**src/rtl/sdram_arbiter.sv**
```systemverilog
// sdram_arbiter
//   Two-client arbiter in front of the single Avalon-MM SDRAM controller slave
//   (new_sdram_controller_0_s1). A record-path writer and a playback-path reader
//   share the SDRAM. One command is in flight on the bus at a time. Pipelined
//   reads are counted and their data is routed back to the reader in issue order.
//
// Ports
//   i_clk, i_rst              clock, asynchronous active-high reset
//   i_wr_req/addr/data        writer request (held until o_wr_ack)
//   o_wr_ack                  one-cycle pulse: write accepted by the SDRAM
//   i_rd_req/addr             reader request (held until o_rd_ack)
//   o_rd_ack                  one-cycle pulse: read command accepted
//   o_rd_data, o_rd_valid     returned read data and its one-cycle strobe
//   o_avm_*                   Avalon-MM master towards the SDRAM controller
//   i_avm_readdata/valid      read return from the slave
//   i_avm_waitrequest         slave stall
//
// Build option
//   SDRAM_ARB_WRPRIO_EN  defined: strict write priority on a tie.
//                        undefined: round-robin on a tie.

`timescale 1ns/1ps

module sdram_arbiter #(
    parameter int unsigned ADDR_W   = 23,
    parameter int unsigned DATA_W   = 32,
    parameter int unsigned MAX_PEND = 4
) (
    input  logic              i_clk,
    input  logic              i_rst,
    input  logic              i_wr_req,
    input  logic [ADDR_W-1:0] i_wr_addr,
    input  logic [DATA_W-1:0] i_wr_data,
    output logic              o_wr_ack,
    input  logic              i_rd_req,
    input  logic [ADDR_W-1:0] i_rd_addr,
    output logic              o_rd_ack,
    output logic [DATA_W-1:0] o_rd_data,
    output logic              o_rd_valid,
    output logic [ADDR_W-1:0] o_avm_address,
    output logic              o_avm_chipselect,
    output logic [3:0]        o_avm_byteenable_n,
    output logic              o_avm_read_n,
    output logic              o_avm_write_n,
    output logic [DATA_W-1:0] o_avm_writedata,
    input  logic [DATA_W-1:0] i_avm_readdata,
    input  logic              i_avm_readdatavalid,
    input  logic              i_avm_waitrequest
);

    localparam int unsigned      PendW   = $clog2(MAX_PEND + 1);
    localparam logic [PendW-1:0] PendMax = PendW'(MAX_PEND);

    typedef enum logic [1:0] {StIdle, StWr, StRd} state_e;

    state_e            state_q, state_d;
    logic [PendW-1:0]  pend_q, pend_d;
    logic              ack_cycle, wr_elig, rd_elig, pick_wr, grant_wr, grant_rd;
    logic              rd_accept, rd_return;
    logic [ADDR_W-1:0] address_d;
    logic [DATA_W-1:0] writedata_d;
    logic              read_n_d, write_n_d, wr_ack_d, rd_ack_d;

`ifdef SDRAM_ARB_WRPRIO_EN
    assign pick_wr = 1'b1;
`else
    logic last_rd_q, last_rd_d;  // 1: the most recent grant went to the reader
    assign pick_wr = last_rd_q;
`endif

    assign o_avm_chipselect   = 1'b1;
    assign o_avm_byteenable_n = 4'b0000;

    // During the ack cycle the client still shows the request that was just
    // served, so no grant is made then; this also spaces grants 3 cycles apart.
    assign ack_cycle = o_wr_ack | o_rd_ack;
    assign wr_elig   = i_wr_req & ~ack_cycle;
    assign rd_elig   = i_rd_req & ~ack_cycle & (pend_q < PendMax);
    assign grant_wr  = (state_q == StIdle) & wr_elig & (~rd_elig | pick_wr);
    assign grant_rd  = (state_q == StIdle) & rd_elig & ~grant_wr;

    assign rd_accept = (state_q == StRd) & ~i_avm_waitrequest;
    // Returns with nothing outstanding are stale or spurious and are dropped.
    assign rd_return = i_avm_readdatavalid & (pend_q != '0);

    always_comb begin
        unique case ({rd_accept, rd_return})
            2'b10:   pend_d = pend_q + PendW'(1);
            2'b01:   pend_d = pend_q - PendW'(1);
            default: pend_d = pend_q;
        endcase
    end

    // State register
    always_ff @(posedge i_clk or posedge i_rst) begin
        if (i_rst) begin
            state_q <= StIdle;
        end else begin
            state_q <= state_d;
        end
    end

    // Next-state logic
    always_comb begin
        state_d = state_q;
        unique case (state_q)
            StIdle: begin
                if (grant_wr) begin
                    state_d = StWr;
                end else if (grant_rd) begin
                    state_d = StRd;
                end
            end
            StWr, StRd: begin
                if (!i_avm_waitrequest) begin
                    state_d = StIdle;
                end
            end
            default: state_d = StIdle;
        endcase
    end

    // Output next-values; everything leaves the block through a register.
    always_comb begin
        address_d   = o_avm_address;
        writedata_d = o_avm_writedata;
        read_n_d    = o_avm_read_n;
        write_n_d   = o_avm_write_n;
        wr_ack_d    = 1'b0;
        rd_ack_d    = 1'b0;
`ifndef SDRAM_ARB_WRPRIO_EN
        last_rd_d   = last_rd_q;
`endif
        unique case (state_q)
            StIdle: begin
                if (grant_wr) begin
                    address_d   = i_wr_addr;
                    writedata_d = i_wr_data;
                    write_n_d   = 1'b0;
`ifndef SDRAM_ARB_WRPRIO_EN
                    last_rd_d   = 1'b0;
`endif
                end else if (grant_rd) begin
                    address_d = i_rd_addr;
                    read_n_d  = 1'b0;
`ifndef SDRAM_ARB_WRPRIO_EN
                    last_rd_d = 1'b1;
`endif
                end
            end
            StWr: begin
                if (!i_avm_waitrequest) begin
                    write_n_d = 1'b1;
                    wr_ack_d  = 1'b1;
                end
            end
            StRd: begin
                if (!i_avm_waitrequest) begin
                    read_n_d = 1'b1;
                    rd_ack_d = 1'b1;
                end
            end
            default: begin
                read_n_d  = 1'b1;
                write_n_d = 1'b1;
            end
        endcase
    end

    always_ff @(posedge i_clk or posedge i_rst) begin
        if (i_rst) begin
            o_avm_address   <= '0;
            o_avm_writedata <= '0;
            o_avm_read_n    <= 1'b1;
            o_avm_write_n   <= 1'b1;
            o_wr_ack        <= 1'b0;
            o_rd_ack        <= 1'b0;
            o_rd_valid      <= 1'b0;
            o_rd_data       <= '0;
            pend_q          <= '0;
`ifndef SDRAM_ARB_WRPRIO_EN
            last_rd_q       <= 1'b1;
`endif
        end else begin
            o_avm_address   <= address_d;
            o_avm_writedata <= writedata_d;
            o_avm_read_n    <= read_n_d;
            o_avm_write_n   <= write_n_d;
            o_wr_ack        <= wr_ack_d;
            o_rd_ack        <= rd_ack_d;
            o_rd_valid      <= rd_return;
            pend_q          <= pend_d;
            if (rd_return) begin
                o_rd_data <= i_avm_readdata;
            end
`ifndef SDRAM_ARB_WRPRIO_EN
            last_rd_q       <= last_rd_d;
`endif
        end
    end

endmodule

```
**config.mk**
```make
export PLATFORM = sky130hd
export DESIGN_NAME = sdram_arbiter
export DESIGN_NICKNAME = d
export VERILOG_FILES = /design/src/rtl/sdram_arbiter.sv
export SDC_FILE = /design/constraint.sdc
export NUM_CORES = 1
export LEC_CHECK = 0
export ABC_AREA = 1
export BUFFER_PORTS_ARGS = -buffer_cell sky130_fd_sc_hd__buf_2
export CORE_ASPECT_RATIO = 1.75
export CORE_MARGIN = 3
export CORE_UTILIZATION = 41
export CTS_CLUSTER_SIZE = 25
export DETAILED_ROUTE_END_ITERATION = 8
export PLACE_DENSITY_LB_ADDON = 0.3
export SLEW_MARGIN = 20
export SYNTH_ARGS = -nofsm -noshare
export SYNTH_HDL_FRONTEND = slang
export SYNTH_SLANG_ARGS = --single-unit
```
**constraint.sdc**
```tcl
create_clock -name i_clk -period 3.4 [get_ports i_clk]
set_clock_uncertainty 0.2 [all_clocks]
set_input_delay 0.68 -clock i_clk [delete_from_list [all_inputs] [get_ports i_clk]]
set_output_delay 0.68 -clock i_clk [all_outputs]
set_load 0.005 [all_outputs]
```
==> impl_metrics.csv <==
group,metric,value,unit
timing,min_period,2.60,ns
routing,drc,0,
floorplan,core_area,10000,um^2
timing,setup_violations,0,
clocking,clock-sinks,98,
cells_and_area,mostFrequentLayoutCells,"nand2_1, buf_2, dfrtp_1",
clocking,clk_path_buf_depth,2,
grt,grt_pass1_vias,3954,
run_status,status,"finished, final reports clean",
logic_synthesis,yosys_register_bits,98,
logic_synthesis,netlist_area,4290,um^2
logic_synthesis,synth_area_leader_cell,"dfrtp_1",
timing,worstMarginPinSlew,0.593,ns
cells_and_area,post-route-util,57.4,%
timing,fmax,0.385,GHz
pwr,peakVddDrop,374,uV
placed_design,hpwl,8110,um
clocking,cts_setup_buffers,0,
worst_setup_path,crit_path_max_fanout,58,
pwr,p_per_area,893,nW/um^2
cells_and_area,ff_latch_area,2460,um^2
clocking,htreeDepth,3,
clocking,cts_buffers,9,
worst_setup_path,startpoint_type,"flip-flop",
logic_synthesis,synth_top_area_share,55.4,%
grt,grt_first_pass_wirelength,18300,um
cells_and_area,areaGrowthSynthToFinish,34.2,%
grt,grtUsageTotal,18.9,%
clocking,clock_latency,0.33,ns
timing,hold_slack,0.139,ns
worst_setup_path,criticalPathCategory,"flip-flop to flip-flop",
timing,rsz0062_at_grt,"false",
grt,antenna_found_initial,0,
floorplan,die_y,141,um
clocking,cts_resized,0,
clocking,root_buffer,"clkbuf_16",
logic_synthesis,yosysWarnings,0,
routing,viasPerCell,4.56,
worst_setup_path,r2r_slack,0.80,ns
worst_setup_path,arrival,2.66,ns
timing,report.final.slew_viol_count,0,
logic_synthesis,synth_cell_types,27,
routing,vias,3876,
placed_design,port_buffers,207,
routing,dr.pass1.iters,7,
routing,finalWirelength,10700,um
floorplan,rows,48,
floorplan,fp.dieW,83.3,um
logic_synthesis,syn_inst,520,
floorplan,ioPinCount,213,
placed_design,gp_congestion,0.823,
timing,hold_viol_final,0,
logic_synthesis,avgSynthCellArea,8.25,um^2
logic_synthesis,synthTopCellsByArea,"dfrtp_1, nand2_1, o21ai_0, dfstp_2, buf_6",
floorplan,initial_utilization,42.8,%
timing,fin_crit_sh,76.5,%
grt,grt_start_max_net_pins,59,
clocking,cts_tree,"yes",
placed_design,dp.cells,832,
run,maxCapViolations,0,
routing,drt-initial-drc-count,102,
pwr,p_leak,0.00342,uW
cells_and_area,final_cells,850,
cells_and_area,finalNetCount,841,
cells_and_area,fillCellCount,951,
clocking,postCtsHoldBufs,0,
worst_setup_path,cp.required,3.46,ns
grt,grt.overflow.total,0,
routing,wl_per_cell,12.6,um
routing,ant_nets,0,
cells_and_area,n_antenna_cell,0,
logic_synthesis,yosysSeqAreaShare,57.3,%
hold_path,hp-class,"input port to async pin",
timing,slew_headroom,60.4,%
timing,setup_slack,0.799,ns
cells_and_area,final_common_cell,"nand2_1",
clocking,clk_pin_slew,0.07,ns
cells_and_area,multiInputGateArea,1600,um^2
timing,fin_setup_tns,0,ns
floorplan,die_area,11800,um^2
cells_and_area,drive_above_1_share,33.7,%
placed_design,pre_cts_slack,0.555,ns
worst_setup_path,end_kind,"flip-flop",
## layer usage
| metal | vias up | share of wire, % | global-route usage, % |
|---|---|---|---|
| met5 | - | 0 | 0 |
| met4 | 0 | 1.6 | 6.72 |
| met3 | 17 | 7.5 | 4.82 |
| met2 | 154 | 51 | 33.2 |
| met1 | 1743 | 39 | 22.2 |
| li1 | 1962 | - | - |
## path summary, 6_finish.rpt
path                                           startpoint                               to  depth (start not counted)
worst max-delay path               state_q[0]$_DFFE_PP0P_    o_avm_address[18]$_DFFE_PP0P_                          9
worst min-delay path                                i_rst  o_avm_writedata[28]$_DFFE_PP0P_                          2
worst max register to register     state_q[0]$_DFFE_PP0P_    o_avm_address[18]$_DFFE_PP0P_                          9
worst min register to register  o_avm_write_n$_DFFE_PP1P_        o_avm_write_n$_DFFE_PP1P_                          2
max in group asynchronous                           i_rst    o_avm_address[14]$_DFFE_PP0P_                          4
min in group i_clk              o_avm_write_n$_DFFE_PP1P_        o_avm_write_n$_DFFE_PP1P_                          2
## stage by stage
step	total power, uW	instance area, um^2
after floorplan	3240	4300
after global placement	3920	5370
after detailed placement	4010	5370
after CTS	5200	5730
after global routing	5620	5760
final	5140	5760
## critical path: stages, from the launching register on
cell and delay, ns:
dfrtp_1 0.40, inv_1 0.09, ha_1 0.29, nand3_2 0.45, nor2_8 0.25, buf_4 0.53
nand2_1 0.10, nand2_1 0.09, nand2_1 0.05, nand2_1 0.07
## cells by family after synthesis
kind of cell / Yosys count / share of synthesized area [%]
fa+ha+maj: 5 / 1.63
flops: 98 / 57.3
other cells: 2 / 0.175
compound gates: 30 / 3.88
simple gates: 338 / 31.0
xor+xnor: 2 / 0.408
buf+inv: 45 / 5.69
## cell type report
type                    instances  area share (%)
repair buffers                214            19.4
flip-flops and latches         98            42.7
well taps                     125            2.72
clock buffers                  11            4.39
inverters                      17            1.17
multi-input cells             380            27.8
clock inverters                 5            1.87
## synthesized netlist by cell type
master,number
nor2_2,1
dfrtp_1,95
inv_2,3
clkbuf_1,7
xnor2_1,1
inv_1,14
conb_1,2
o31ai_4,1
a21oi_1,4
o21ai_0,23
nand2_2,1
nor2_4,1
buf_4,7
nand3_1,4
ha_1,4
nor2_1,2
buf_6,5
o21ai_1,2
nand2_1,325
clkbuf_2,1
buf_2,8
fa_1,1
nor2_8,2
xor2_1,1
nand3_2,1
nand4_1,1
dfstp_2,3
## flip-flops by register name (all words and copies together) (netlist names)
signal and flops:
o_wr_ack 1, state_q 2, o_rd_ack 1, o_avm_read_n 1
o_avm_write_n 1, o_avm_address 23, o_rd_valid 1, pend_q 3
o_avm_writedata 32, o_rd_data 32, last_rd_q 1
## where the power goes
part	switching, uW	leakage [uW]	internal (uW)
Sequential	286	0.00121	1690
Combinational	1190	0.00204	791
Clock	418	0.000176	763
Total	1900	0.00342	3240
Note: power is estimated with default switching activity, not from simulation.
